===== src/rtl/decode_issue_ctrl.sv =====
// Decode issue controller: buffers fetched {addr,instr} pairs, presents the head to the
// decoder, hands it to rename, and serializes SYSTEM instructions behind an empty ROB.
module decode_issue_ctrl #(
  parameter int ADDR_WIDTH  = 32,
  parameter int DATA_WIDTH  = 32,
  parameter int FIFO_DEPTH  = 4,
  parameter int DRAIN_DELAY = 2
) (
  input  logic                            clk,
  input  logic                            rst,
  input  logic                            flush,
  input  logic                            if_valid,
  output logic                            if_ready,
  input  logic [ADDR_WIDTH-1:0]           if_instr_addr,
  input  logic [DATA_WIDTH-1:0]           if_instr,
  output logic [ADDR_WIDTH-1:0]           dec_instr_addr,
  output logic [DATA_WIDTH-1:0]           dec_instr,
  output logic                            dec_valid,
  input  logic                            rn_ready,
  input  logic                            rob_empty,
  output logic [$clog2(FIFO_DEPTH):0]     occupancy,
  output logic [1:0]                      sys_state
);

  localparam int PTR_W   = $clog2(FIFO_DEPTH);
  localparam int CNT_W   = PTR_W + 1;
  localparam int DRAIN_W = $clog2(DRAIN_DELAY + 1);
  localparam logic [CNT_W-1:0]   DEPTH_C = CNT_W'(FIFO_DEPTH);
  localparam logic [DRAIN_W-1:0] DRAIN_C = DRAIN_W'(DRAIN_DELAY);

  typedef enum logic [1:0] {
    RUN       = 2'd0,
    SYS_WAIT  = 2'd1,
    SYS_DRAIN = 2'd2
  } state_e;

  logic [ADDR_WIDTH-1:0] addr_mem_q  [FIFO_DEPTH];
  logic [DATA_WIDTH-1:0] instr_mem_q [FIFO_DEPTH];
  logic [PTR_W-1:0]      wr_ptr_q, wr_ptr_d, rd_ptr_q, rd_ptr_d;
  logic [CNT_W-1:0]      count_q, count_d;
  logic [DRAIN_W-1:0]    drain_q, drain_d;
  state_e                state_q, state_d;

  logic push, pop, not_empty, is_sys;

  assign not_empty      = (count_q != '0);
  assign if_ready       = !rst && !flush && (count_q < DEPTH_C);
  assign push           = if_valid && if_ready && !flush;
  assign pop            = dec_valid && rn_ready;
  assign dec_instr_addr = not_empty ? addr_mem_q[rd_ptr_q]  : '0;
  assign dec_instr      = not_empty ? instr_mem_q[rd_ptr_q] : '0;
  assign is_sys         = not_empty && (dec_instr[6:0] == 7'b1110011);
  assign occupancy      = count_q;
  assign sys_state      = state_q;

  // Storage carries no reset; entries are only ever read while count says they are valid.
  always_ff @(posedge clk) begin
    if (push) begin
      addr_mem_q[wr_ptr_q]  <= if_instr_addr;
      instr_mem_q[wr_ptr_q] <= if_instr;
    end
  end

  always_comb begin
    wr_ptr_d = wr_ptr_q;
    rd_ptr_d = rd_ptr_q;
    count_d  = count_q;
    if (push) wr_ptr_d = wr_ptr_q + 1'b1;
    if (pop)  rd_ptr_d = rd_ptr_q + 1'b1;
    case ({push, pop})
      2'b10:   count_d = count_q + 1'b1;
      2'b01:   count_d = count_q - 1'b1;
      default: count_d = count_q;
    endcase
  end

  // dec_valid is gated by flush so that no rename handshake can happen in a redirect cycle.
  always_comb begin
    state_d   = state_q;
    drain_d   = drain_q;
    dec_valid = 1'b0;
    case (state_q)
      RUN: begin
        dec_valid = not_empty && (!is_sys || rob_empty);
        if (is_sys && !rob_empty) begin
          state_d = SYS_WAIT;
        end else if (pop && is_sys) begin
          state_d = SYS_DRAIN;
          drain_d = DRAIN_C;
        end
      end
      SYS_WAIT: begin
        dec_valid = not_empty && rob_empty;
        if (pop) begin
          state_d = SYS_DRAIN;
          drain_d = DRAIN_C;
        end
      end
      SYS_DRAIN: begin
        if (drain_q != '0) drain_d = drain_q - 1'b1;
        if (drain_q == '0 && rob_empty) state_d = RUN;
      end
      default: state_d = RUN;
    endcase
    if (rst || flush) begin
      dec_valid = 1'b0;
      state_d   = RUN;
      drain_d   = '0;
    end
  end

  always_ff @(posedge clk) begin
    if (rst || flush) begin
      wr_ptr_q <= '0;
      rd_ptr_q <= '0;
      count_q  <= '0;
      drain_q  <= '0;
      state_q  <= RUN;
    end else begin
      wr_ptr_q <= wr_ptr_d;
      rd_ptr_q <= rd_ptr_d;
      count_q  <= count_d;
      drain_q  <= drain_d;
      state_q  <= state_d;
    end
  end

endmodule


===== config.mk =====
export PLATFORM = sky130hd
export DESIGN_NAME = decode_issue_ctrl
export DESIGN_NICKNAME = d
export VERILOG_FILES = /design/src/rtl/decode_issue_ctrl.sv
export SDC_FILE = /design/constraint.sdc
export NUM_CORES = 1
export LEC_CHECK = 0
export ABC_AREA = 1
export BUFFER_PORTS_ARGS = -buffer_cell sky130_fd_sc_hd__clkbuf_2
export CAP_MARGIN = 20
export CORE_AREA = 5 5 254 182
export CTS_BUF_LIST = sky130_fd_sc_hd__clkbuf_16
export DETAILED_ROUTE_END_ITERATION = 10
export DIE_AREA = 0 0 259 187
export SYNTH_ARGS = -nofsm -noshare
export SYNTH_HDL_FRONTEND = slang
export SYNTH_SLANG_ARGS = --single-unit

===== constraint.sdc =====
create_clock -name clk -period 5.5 [get_ports clk]
set_clock_uncertainty 0.1 [all_clocks]
set_input_delay 1.1 -clock clk [delete_from_list [all_inputs] [get_ports clk]]
set_output_delay 1.1 -clock clk [all_outputs]
set_load 0.05 [all_outputs]

* Word-level counts from Yosys, hierarchy flattened *
Memories as Yosys holds them, arrays and structs flattened. A register that Yosys moved wholly into a read port is not among the register bits.
Index checks and enable logic that the tools add are counted.

word-level totals
  input port bits = 70
  memories kept = 2
  word-level logic and storage cells = 68
  output and inout port bits = 71
  bits in registers = 11
  memory bits (writable) = 256

memories
  name         words  width  read ports  clocked after Yosys merged registers in  write ports  RTL line  source
  addr_mem_q   4      32     1           1                                        1            37        logic [ADDR_WIDTH-1:0] addr_mem_q [FIFO_DEPTH];
  instr_mem_q  4      32     1           1                                        1            38        logic [DATA_WIDTH-1:0] instr_mem_q [FIFO_DEPTH];

operators by class
  reductions and logical operators = 25
  equal/unequal tests = 11
  muxes and demuxes = 19
  order comparisons = 1
  add/subtract/negate cells = 5

operators by type and width
  operator               number
  $mux W32               2
  $mux W2                10
  $pmux W2 S3            2
  $logic_and A1 B1 Y1    11
  $ne A2 B2 Y1 const B   5
  $eq A7 B7 Y1 const B   1
  $pmux W3 S2            1
  $reduce_bool A3 Y1     2
  $reduce_and A5 Y1      1
  $add A2 B1 Y2 const B  2
  $eq A2 B1 Y1 const B   2
  $eq A2 B2 Y1 const B   2
  $logic_not A1 Y1       4
  $logic_not A2 Y1       2
  $reduce_bool A2 Y1     2
  $add A3 B1 Y3 const B  1
  $lt A3 B3 Y1 const B   1
  $mux W1                3
  $ne A3 B3 Y1 const B   1
  $reduce_and A3 Y1      1
  $sub A3 B1 Y3 const B  1
  $logic_or A1 B1 Y1     2
  $pmux W1 S2            1
  $sub A2 B1 Y2 const B  1

* Depth between registers and ports, before layout *
  depth after elaboration = 14
  depth in mapped cells = 18
  depth with buffers taken out = 17

* Least setup slack after synthesis *
Ideal clock, no wire load.

  path type = input to register
  from = in flush
  to = mem addr_mem_q[0][0], enable pin
  stages on the path = 5
  library setup time = 0.487 ns
  slack = -0.337 ns
  arrival = 5.250 ns
  data required time = 4.913 ns
  cell sequence = or2_1 buf_2 nor2_1 nand2_1 nor2_1

on the way
  longest elaborated chain between the ends = 7

RTL lines
  element                            RTL line  source
  start, declared                    11        input logic flush,
  $logic_not A1 Y1                   47        assign if_ready = !rst && !flush && (count_q < DEPTH_C);
  $logic_and A1 B1 Y1 (2 in series)  47
  via if_ready                       13        output logic if_ready,
  $logic_and A1 B1 Y1 (2 in series)  48        assign push = if_valid && if_ready && !flush;
  $mux W1                            58        if (push) begin
  $mux W1 (not written as such)      59        addr_mem_q[wr_ptr_q] <= if_instr_addr;
  end, declared                      37

The timed path passes the listed nets, and every way through them passes these cells.

==> impl_metrics.json <==
{
  "status": "complete, no violations",
  "fp.dieArea_sq_mm": 0.0484,
  "gp_congestion": 0.693,
  "finalNetCount": 1108,
  "area_delta_synth_final_pct": 21.3,
  "synth_top_family_by_area": "simple AND/OR/NAND/NOR gates",
  "postCtsSetupBuffers": 0,
  "leakage_nw": 4.72,
  "grt_overflow": 0,
  "muxShareOfSynthArea_pct": 0,
  "worstSkewPairLatency_ns": 0.55,
  "pwr_density_cell_mw_per_mm2": 327,
  "post_cts_resized": 0,
  "multiInputGateArea_sq_mm": 0.00246,
  "dr.first_iter.drc_count": 372,
  "track_usage_pct": 10.6,
  "h-tree-depth": 1,
  "cts_hold_buffers": 0,
  "antenna_left": 0,
  "dieWidth_microns": 259,
  "synthSimpleGateAreaFrac_pct": 12.7,
  "cts_inserted_buffers": 29,
  "grt_antenna_before_repair": 3,
  "vias": 6851,
  "cp.required_ns": 4.30,
  "cp_max_fo": 40,
  "irDropWorstVdd_mv": 0.230,
  "antennaDiodeCount": 0,
  "yosysWarnings": 0,
  "slew_viol_final": 0,
  "rsz0062_at_grt": "false",
  "design.core.area_sq_mm": 0.0433,
  "reg2reg_depth": 16,
  "crit_arrival_ns": 2.73,
  "first_pass_iters": 4,
  "hold-worst-slack_ns": 0.389,
  "avgSynthCellArea_sq_um": 11.9,
  "total_power_mw": 4.25,
  "fmax_mhz": 254,
  "hold_class": "flop to flop",
  "clk_path_buf_depth": 3,
  "dp_hpwl_microns": 14900,
  "cts.sinks": 269,
  "tightestPinTransition_ns": 1.08,
  "drive_above_1_share_pct": 20.4,
  "holdPathStages": 1,
  "min_period_over_period_pct": 71.5,
  "synth_fp_nets": 974,
  "syn_area_sq_mm": 0.0107,
  "grt_pass1_wl_microns": 40600,
  "wire_per_inst_microns": 15.9,
  "design.portCount": 141,
  "grt_max_degree": 82,
  "max_slew_margin_pct": 28.3,
  "synthAdderAreaFrac_pct": 0.888,
  "n_fill_cell": 4363,
  "critPathLaunchType": "flop",
  "vias_per_cell": 4.16,
  "cts_tree": "done",
  "ys_ff_latch": 269,
  "synth_cell_types": 26,
  "max_cap_violations": 0,
  "fp-row-count": 64,
  "clk_pin_slew_ns": 0.06,
  "drcViolationCount": 0,
  "cp-end-kind": "output pin",
  "yosysSeqAreaShare_pct": 74.2,
  "fp.dieH_microns": 187,
  "regArea_sq_mm": 0.00796,
  "hold_violations": 0,
  "start_util_pct": 24.7,
  "critPathKind": "flop to output pin",
  "io_buffers": 140,
  "period_needed_ns": 3.93,
  "synth_xor_area_share_pct": 0.0818,
  "finalSetupViolations": 0,
  "syn_inst": 897,
  "synth_compound_area_share_pct": 8.97,
  "first_global_vias": 6925,
  "root_buffer": "clkbuf_16",
  "wl_microns": 26200
}
## state kept, by name (all words and copies together) (netlist names), named ones only
name,cells
sys_state,2
rd_ptr_q,2
wr_ptr_q,2
occupancy,3
addr_mem_q,128
instr_mem_q,128
drain_q,2
## placed cells by master, fill, tap and decap left out, types with 2 or more instances in the layout
cell type	n
clkinv_2	7
o21ai_1	2
nand3_1	15
nor2_1	251
nand3_2	4
edfxtp_1	256
dfxtp_1	11
bufinv_16	2
inv_2	3
clkinv_4	2
nor3_1	2
dfxtp_4	2
ha_1	6
o21ai_0	119
buf_4	12
nor2_4	4
clkinvlp_4	2
a21oi_2	2
clkinv_1	4
inv_1	32
nand2_1	69
a21oi_1	66
clkbuf_2	140
inv_6	2
clkbuf_16	29
## routing by layer
metal	vias up	wire length (microns)	global-route usage [%]	share of wire [%]
li1	3400	-	-	-
met1	3260	12400	14.4	47
met2	144	11900	17.3	45
met3	41	1430	2.89	5.4
met4	6	448	1.86	1.7
met5	-	38	0	0.15
## report_power, final
group          switching, mW  internal (mW)
Sequential           0.00393           2.26
Clock                  0.799           1.05
Combinational         0.0957         0.0355
## worst max-delay path, stage by stage (launching register included)
cell	delay, ns
dfxtp_4	0.34
inv_2	0.64
buf_4	0.51
nor2_1	0.08
o21ai_0	0.09
a21oi_1	0.19
clkbuf_2	0.28
## cell families (layout without fill, tap and decap cells)
| logic type | Yosys count | after routing |
|---|---|---|
| AOI/OAI and AO/OA | 190 | 190 |
| buffers and inverters | 81 | 237 |
| and+or+nand+nor | 349 | 349 |
| xor gates and xnor gates | 1 | 1 |
| DFF | 269 | 269 |
| adders and majority gates | 7 | 7 |
## cell type report
class                   instances  area share [%]
multi-input cells             547            19.0
clock inverters                24            1.37
inverters                      31           0.915
well taps                     594            5.72
flip-flops and latches        269            61.2
repair buffers                153            6.24
clock buffers                  29            5.58
## metrics by stage
| step | utilization [%] | setup slack (ns) | setup TNS [ns] | cell area (sq um) | cells |
|---|---|---|---|---|---|
| CTS | 30.0 | 1.47 | 0 | 13000 | 1647 |
| floorplan | - | -0.337 | -86.19 | 10700 | 897 |
| global route | 30.0 | 1.31 | 0 | 13000 | 1647 |
| finish | 30.0 | 1.57 | 0 | 13000 | 1647 |
| detailed placement | 27.9 | 1.98 | 0 | 12100 | 1594 |
| global placement | 27.9 | 1.98 | 0 | 12100 | 1594 |
## cell usage after synthesis
cell / n / area (sq um)
inv_2: 4 / 15.0
o21ai_0: 119 / 596
buf_2: 10 / 50.1
fa_1: 1 / 20.0
inv_1: 26 / 97.6
xor2_1: 1 / 8.76
nand4_1: 1 / 6.26
nor3_1: 3 / 15.0
a21oi_2: 2 / 17.5
buf_1: 15 / 56.3
clkinv_2: 1 / 5.00
clkbuf_1: 22 / 82.6
ha_1: 6 / 75.1
nand2_1: 69 / 259
or2_1: 1 / 6.26
nor2_1: 255 / 957
nand2_2: 1 / 6.26
buf_6: 1 / 11.3
a21oi_1: 66 / 330
dfxtp_1: 13 / 260
nand3_1: 15 / 75.1
o211ai_1: 1 / 7.51
edfxtp_1: 256 / 7690
o21ai_1: 2 / 10.0
buf_4: 2 / 15.0
nand3_2: 4 / 40.0
## final timing paths
path / end / start / slack [ns]
worst max register to register: occupancy[2]$_SDFFE_PP0P_ / flop / 2.43
worst min-delay path: rd_ptr_q[0]$_SDFFE_PP0P_ / rd_ptr_q[0]$_SDFFE_PP0P_ / 0.39
worst min register to register: rd_ptr_q[0]$_SDFFE_PP0P_ / rd_ptr_q[0]$_SDFFE_PP0P_ / 0.39
worst max-delay path: dec_instr[31] / flop / 1.57
(Power assumes the default switching activity.)
